**src/rtl/pipe_flow_pkg.sv**
```systemverilog
// +---------------------------------------------------------------------------+
// | pipe_flow_pkg: shared types and stage indices for the pipeline flow ctrl  |
// | Revision: 1.0                                                             |
// +---------------------------------------------------------------------------+
`default_nettype none

package pipe_flow_pkg;

  typedef enum logic [0:0] {
    TRK_IDLE = 1'b0,
    TRK_WAIT = 1'b1
  } trk_state_e;

  localparam int STG_IF  = 0;
  localparam int STG_ID  = 1;
  localparam int STG_EX  = 2;
  localparam int STG_MEM = 3;
  localparam int STG_WB  = 4;

endpackage

`default_nettype wire

```
**src/rtl/miss_tracker.sv**
```systemverilog
// +---------------------------------------------------------------------------+
// | miss_tracker: IDLE/WAIT cache-miss FSM, stall asserted in the miss cycle  |
// | Revision: 1.0                                                             |
// +---------------------------------------------------------------------------+
`default_nettype none

module miss_tracker
  import pipe_flow_pkg::*;
(
  input  logic clk,
  input  logic rst_n,
  input  logic i_req,
  input  logic i_hit,
  input  logic i_ready,
  output logic o_miss
);

  trk_state_e r_state;
  trk_state_e w_state_nxt;
  logic       w_new_miss;

  assign w_new_miss = i_req & ~i_hit;

  always_ff @(posedge clk) begin
    if (!rst_n) begin
      r_state <= TRK_IDLE;
    end else begin
      r_state <= w_state_nxt;
    end
  end

  always_comb begin
    w_state_nxt = r_state;
    o_miss      = 1'b0;
    case (r_state)
      TRK_IDLE: begin
        if (w_new_miss) begin
          w_state_nxt = TRK_WAIT;
          o_miss      = 1'b1;
        end
      end
      TRK_WAIT: begin
        // A fresh miss arriving with the refill keeps the port waiting.
        if (!i_ready || w_new_miss) begin
          o_miss = 1'b1;
        end else begin
          w_state_nxt = TRK_IDLE;
        end
      end
      default: w_state_nxt = TRK_IDLE;
    endcase
  end

endmodule

`default_nettype wire

```
**src/rtl/pipe_flow_ctrl.sv**
```systemverilog
// +---------------------------------------------------------------------------+
// | pipe_flow_ctrl: stall/flush/redirect priority resolver for an N-stage     |
// | pipeline; perf counters built with PIPE_FLOW_CTRL_PERF_EN. Revision: 1.0  |
// +---------------------------------------------------------------------------+
`default_nettype none

module pipe_flow_ctrl
  import pipe_flow_pkg::*;
#(
  parameter int NSTAGE = 5,
  parameter int XLEN   = 32,
  parameter int DSTAGE = STG_MEM
`ifdef PIPE_FLOW_CTRL_PERF_EN
  ,
  parameter int CNTW   = 32
`endif
) (
  input  logic                   clk,
  input  logic                   rst_n,
  input  logic [NSTAGE-1:0]      stall_req_i,
  input  logic [NSTAGE-1:0]      redir_req_i,
  input  logic [NSTAGE*XLEN-1:0] redir_pc_i,
  input  logic                   if_req_i,
  input  logic                   icache_hit_i,
  input  logic                   icache_ready_i,
  input  logic                   mem_req_i,
  input  logic                   dcache_hit_i,
  input  logic                   dcache_ready_i,
  input  logic                   core_wait_i,
  output logic [NSTAGE-1:0]      stall_o,
  output logic [NSTAGE-1:0]      flush_o,
  output logic                   redir_valid_o,
  output logic [XLEN-1:0]        redir_pc_o
`ifdef PIPE_FLOW_CTRL_PERF_EN
  ,
  output logic [CNTW-1:0]        perf_stall_cnt_o,
  output logic [CNTW-1:0]        perf_redir_cnt_o
`endif
);

  localparam int IDXW = $clog2(NSTAGE);

  generate
    if (NSTAGE < 3 || NSTAGE > 8 || DSTAGE < 1 || DSTAGE >= NSTAGE) begin : g_bad_cfg
      $error("pipe_flow_ctrl: illegal NSTAGE/DSTAGE");
    end
  endgenerate

  logic              w_imiss;
  logic              w_dmiss;
  logic              w_gstall;
  logic [NSTAGE-1:0] w_sreq_above;
  logic [IDXW-1:0]   w_k;
  logic              w_k_found;
  logic              w_accept;
  wire               w_unused = ^{redir_req_i[0], redir_pc_i[XLEN-1:0]};

  miss_tracker u_itrk (
    .clk     (clk),
    .rst_n   (rst_n),
    .i_req   (if_req_i),
    .i_hit   (icache_hit_i),
    .i_ready (icache_ready_i),
    .o_miss  (w_imiss)
  );

  miss_tracker u_dtrk (
    .clk     (clk),
    .rst_n   (rst_n),
    .i_req   (mem_req_i),
    .i_hit   (dcache_hit_i),
    .i_ready (dcache_ready_i),
    .o_miss  (w_dmiss)
  );

  assign w_gstall = core_wait_i | w_imiss | w_dmiss;

  // w_sreq_above[i]: some stage at index >= i requests a stall.
  always_comb begin
    w_sreq_above[NSTAGE-1] = stall_req_i[NSTAGE-1];
    for (int i = NSTAGE - 2; i >= 0; i--) begin
      w_sreq_above[i] = stall_req_i[i] | w_sreq_above[i+1];
    end
  end

  always_comb begin
    w_k       = '0;
    w_k_found = 1'b0;
    for (int i = 1; i < NSTAGE; i++) begin
      if (redir_req_i[i]) begin
        w_k       = IDXW'(i);
        w_k_found = 1'b1;
      end
    end
    w_accept = w_k_found & ~w_sreq_above[w_k];
  end

  always_comb begin
    stall_o       = '0;
    flush_o       = '0;
    redir_valid_o = 1'b0;
    redir_pc_o    = '0;
    if (!rst_n) begin
      flush_o = '1;
    end else if (w_gstall) begin
      stall_o = '1;
    end else if (w_accept) begin
      redir_valid_o = 1'b1;
      for (int i = 0; i < NSTAGE; i++) begin
        flush_o[i] = (IDXW'(i) <= w_k);
        if (IDXW'(i) == w_k) begin
          redir_pc_o = redir_pc_i[i*XLEN +: XLEN];
        end
      end
    end else begin
      stall_o = w_sreq_above;
      for (int i = 1; i < NSTAGE; i++) begin
        flush_o[i] = stall_req_i[i-1] & ~w_sreq_above[i];
      end
    end
  end

`ifdef PIPE_FLOW_CTRL_PERF_EN
  logic [CNTW-1:0] r_stall_cnt;
  logic [CNTW-1:0] r_redir_cnt;

  always_ff @(posedge clk) begin
    if (!rst_n) begin
      r_stall_cnt <= '0;
      r_redir_cnt <= '0;
    end else begin
      if ((w_gstall || (|stall_req_i)) && (r_stall_cnt != '1)) begin
        r_stall_cnt <= r_stall_cnt + 1'b1;
      end
      if (redir_valid_o && (r_redir_cnt != '1)) begin
        r_redir_cnt <= r_redir_cnt + 1'b1;
      end
    end
  end

  assign perf_stall_cnt_o = r_stall_cnt;
  assign perf_redir_cnt_o = r_redir_cnt;
`endif

endmodule

`default_nettype wire

```
**config.mk**
```make
export PLATFORM = sky130hd
export DESIGN_NAME = pipe_flow_ctrl
export DESIGN_NICKNAME = d
export VERILOG_FILES = /design/src/rtl/pipe_flow_pkg.sv /design/src/rtl/miss_tracker.sv /design/src/rtl/pipe_flow_ctrl.sv
export SDC_FILE = /design/constraint.sdc
export NUM_CORES = 1
export LEC_CHECK = 0
export ABC_AREA = 1
export ABC_CLOCK_PERIOD_IN_PS = 1600
export BUFFER_PORTS_ARGS = -buffer_cell sky130_fd_sc_hd__buf_2
export CORE_ASPECT_RATIO = 2
export CORE_MARGIN = 10
export CORE_UTILIZATION = 33
export CTS_BUF_LIST = sky130_fd_sc_hd__clkbuf_4
export DETAILED_ROUTE_END_ITERATION = 7
export HOLD_SLACK_MARGIN = 0.08
export MAX_ROUTING_LAYER = met4
export PLACE_DENSITY = 0.87
export RECOVER_POWER = 100
export SLEW_MARGIN = 30
export SYNTH_ARGS = -nofsm -noshare
export SYNTH_HDL_FRONTEND = slang
export SYNTH_SLANG_ARGS = --single-unit
```
**constraint.sdc**
```tcl
create_clock -name clk -period 1.6 [get_ports clk]
set_input_delay 0.08 -clock clk [delete_from_list [all_inputs] [get_ports clk]]
set_output_delay 0.08 -clock clk [all_outputs]
set_load 0.01 [all_outputs]
```
==> reports/qor.txt <==
Via count: 3381
Static Leak: 1.566 nW
Synth warnings: 0
Antenna-violating nets left: 0
Sequential share of the synthesized area: 0.02321
Final core utilization: 0.5857
GRT Total Usage: 0.2206
Maximum VDD drop: 0.3361 mV
Gate Count Post-Synth: 332
Fin. Hold Viols: 0
CP Capture Type: primary output
Final HPWL DP: 8852 microns
Total CTS buffers: 3
Mean cell area of the mapped netlist: 5.197 sq um
Placed Area: 2928 sq um
Critical Path Max Stage Delay: 0.29 ns
M2 GR Usage: 0.3982
Max transition margin: 0.8175
RSZ-0062 raised after global routing: yes
Worst r2r src: u_dtrk.r_state$_SDFF_PN0_
Critical Path AT: 1.45 ns
CTS root buf: clkbuf_4
Longest Clk Path Bufs: 2
Placer Congestion: 0.9416
Area delta synth->final: 72.88%
DR vias/cell: 5.607
Status: finished, final reports clean
Cell Pwr Density: 282.2 nW/um^2
R2R setup slack: 0.95 ns
Post-synth top area share: 0.2088
Fin. max-slew vios: 0
Worst setup margin: 0.07414 ns
Register area: 40.04 sq um
CP Launch Type: register
GR Util met3: 0.03796
Vias in the first global route: 3366
Fmax: 655.4 MHz
Hold Path Depth: 4
Layout Cell Area excl Fill: 2983 sq um
Multi-input logic area: 1470 sq um
Initial Util: 0.3388
Cell area after synthesis: 1725 sq um
CTS tree: yes
Grt ovf: 0
Final net count: 726
Final setup viols: 0
Layout cell share with drive strength beyond 1: 0.5303
Cell taking the most area after synthesis: nand3_1
DRT iter0 DRCs: 251
Beginning of the worst hold path: icache_ready_i
I/O pin cnt: 222
Crit Path Max Fanout: 16
CTS H-tree lvls: 1
Setup CP Type: reg -> out
Worst Skew: 0 ns
MaxCap Viol Count: 0
Row count: 37
Buffers on Ports: 220
Post-route minimum period: 1.526 ns
Fillers: 516
Tot Pwr: 841.9 uW
Core outline area: 5092 sq um
Clock sink total: 2
Synth Net Count: 511
Final Routed Wirelength: 10750 microns
FF-to-FF path depth: 4
Commonest non-fill, non-tap cell in the layout: buf_2
Gr busiest metal: met2
First-pass GRT wire length: 15930 microns
Synth top area cells: nand3_1 (21%), nand4_1 (12%), nor2_2 (11%)
Die Area: 8696 sq um
Detailed Routing Iterations Pass 1: 5
Clock Pin Slew Worst Setup and Hold Paths: 0.03 ns
Period utilisation layout: 0.9537
Ant. Diodes: 0
M1 GR Usage: 0.2343
Largest net degree at the start of global routing: 25
Drt drc: 0
Die Wd: 71.13 microns
Worst Max-Slew Pin Slew: 0.2737 ns
Initial antenna violation count: 0
Routed len/inst: 17.82 microns
WP data required: 1.52 ns
Worst R2R End: u_dtrk.r_state$_SDFF_PN0_
Yosys cell types: 23
Most frequent cells in the layout: buf_2 (219), nand3_1 (72), nand2_1 (47)
Hold WC Path Type: in -> reg
Skew-Pair Late Insertion Delay: 0.22 ns
Crit-path cells: inv_1 > o21ai_2 > nor2_1 > nand2_1 > inv_2 > nand4_4 > buf_12 > nor2_2 > buf_2
Slowest-stage cell, CP: dfxtp_1
Flops & latches, synth: 2
Die Y: 122.3 microns
Setup WS pre-CTS: 0.08699 ns
# hold bufs at CTS: 0
Hold Path Sink: u_itrk.r_state$_SDFF_PN0_
## metal layers
metal	vias to the layer above	routed length, microns	share of wire
met4	0	387	0.036
met3	40	1035	0.096
li1	1590	-	-
met5	-	0	0
met1	1512	3618	0.34
met2	239	5707	0.53
## layout make-up
cell class                      instances  area share
Clock buffer                            3    0.007550
Inverter                               22     0.02768
Multi-Input combinational cell        278      0.4929
Sequential cell                         2     0.01342
Tap cell                               58     0.02433
Timing Repair Buffer                  240      0.4341
## state kept, by name, indices dropped and copies added, names as in the netlist
register        flops
u_dtrk.r_state      1
u_itrk.r_state      1
## worst max-delay path, delay by kind of cell (launching register included)
family,cells,cell delay (ns)
AOI/OAI and AO/OA,1,0.05
and+or+nand+nor,4,0.39
buffers and inverters,4,0.50
DFF,1,0.29
## worst max path at each step
| stage | endpoint | start | cells after the start |
|---|---|---|---|
| 2_1_floorplan | redir_pc_o[11] | u_itrk.r_state$_SDFF_PN0_ | 8 |
| 3_3_place_gp | redir_pc_o[16] | redir_req_i[4] | 8 |
| 3_5_place_dp | redir_pc_o[11] | redir_req_i[4] | 8 |
| 4_1_cts | redir_pc_o[11] | u_itrk.r_state$_SDFF_PN0_ | 9 |
| 5_1_grt | flush_o[3] | u_itrk.r_state$_SDFF_PN0_ | 9 |
| 6_report | redir_pc_o[1] | u_itrk.r_state$_SDFF_PN0_ | 9 |
## metrics by stage
step | TNS (ns) | std cells | hold slack (ns)
5_1_grt | -0.1828 | 603 | 0.1458
3_5_place_dp | 0 | 599 | 0.3927
2_1_floorplan | 0 | 332 | 0.2314
3_3_place_gp | 0 | 599 | 0.3888
6_report | 0 | 603 | 0.1148
4_1_cts | 0 | 602 | 0.1584
## where the power goes
group	switching (mW)	internal, mW
Sequential	0.000613	0.0530
Combinational	0.361	0.317
Clock	0.0279	0.0826
## synth_stat cells, drive strengths merged
cell     n
clkbuf  16
buf     14
nand4   35
nand3   72
o21bai   1
dfxtp    2
nor3     1
nor2    47
inv     22
nand2   51
a21oi   34
o21ai   37
## timing repair
item,in CTS,in global routing
endpoints found under the setup margin,33,38
gates resized for setup,1,8
buffers inserted,0,1
gates cloned,0,0
## cell families after synthesis
kind of cell           Yosys count  synth area share
AND/OR/NAND/NOR                206            0.6222
AO/OA/AOI/OAI                   72            0.2190
buffers and inverters           52            0.1356
flip-flops                       2           0.02321
Note: power is estimated with default switching activity, not from simulation.
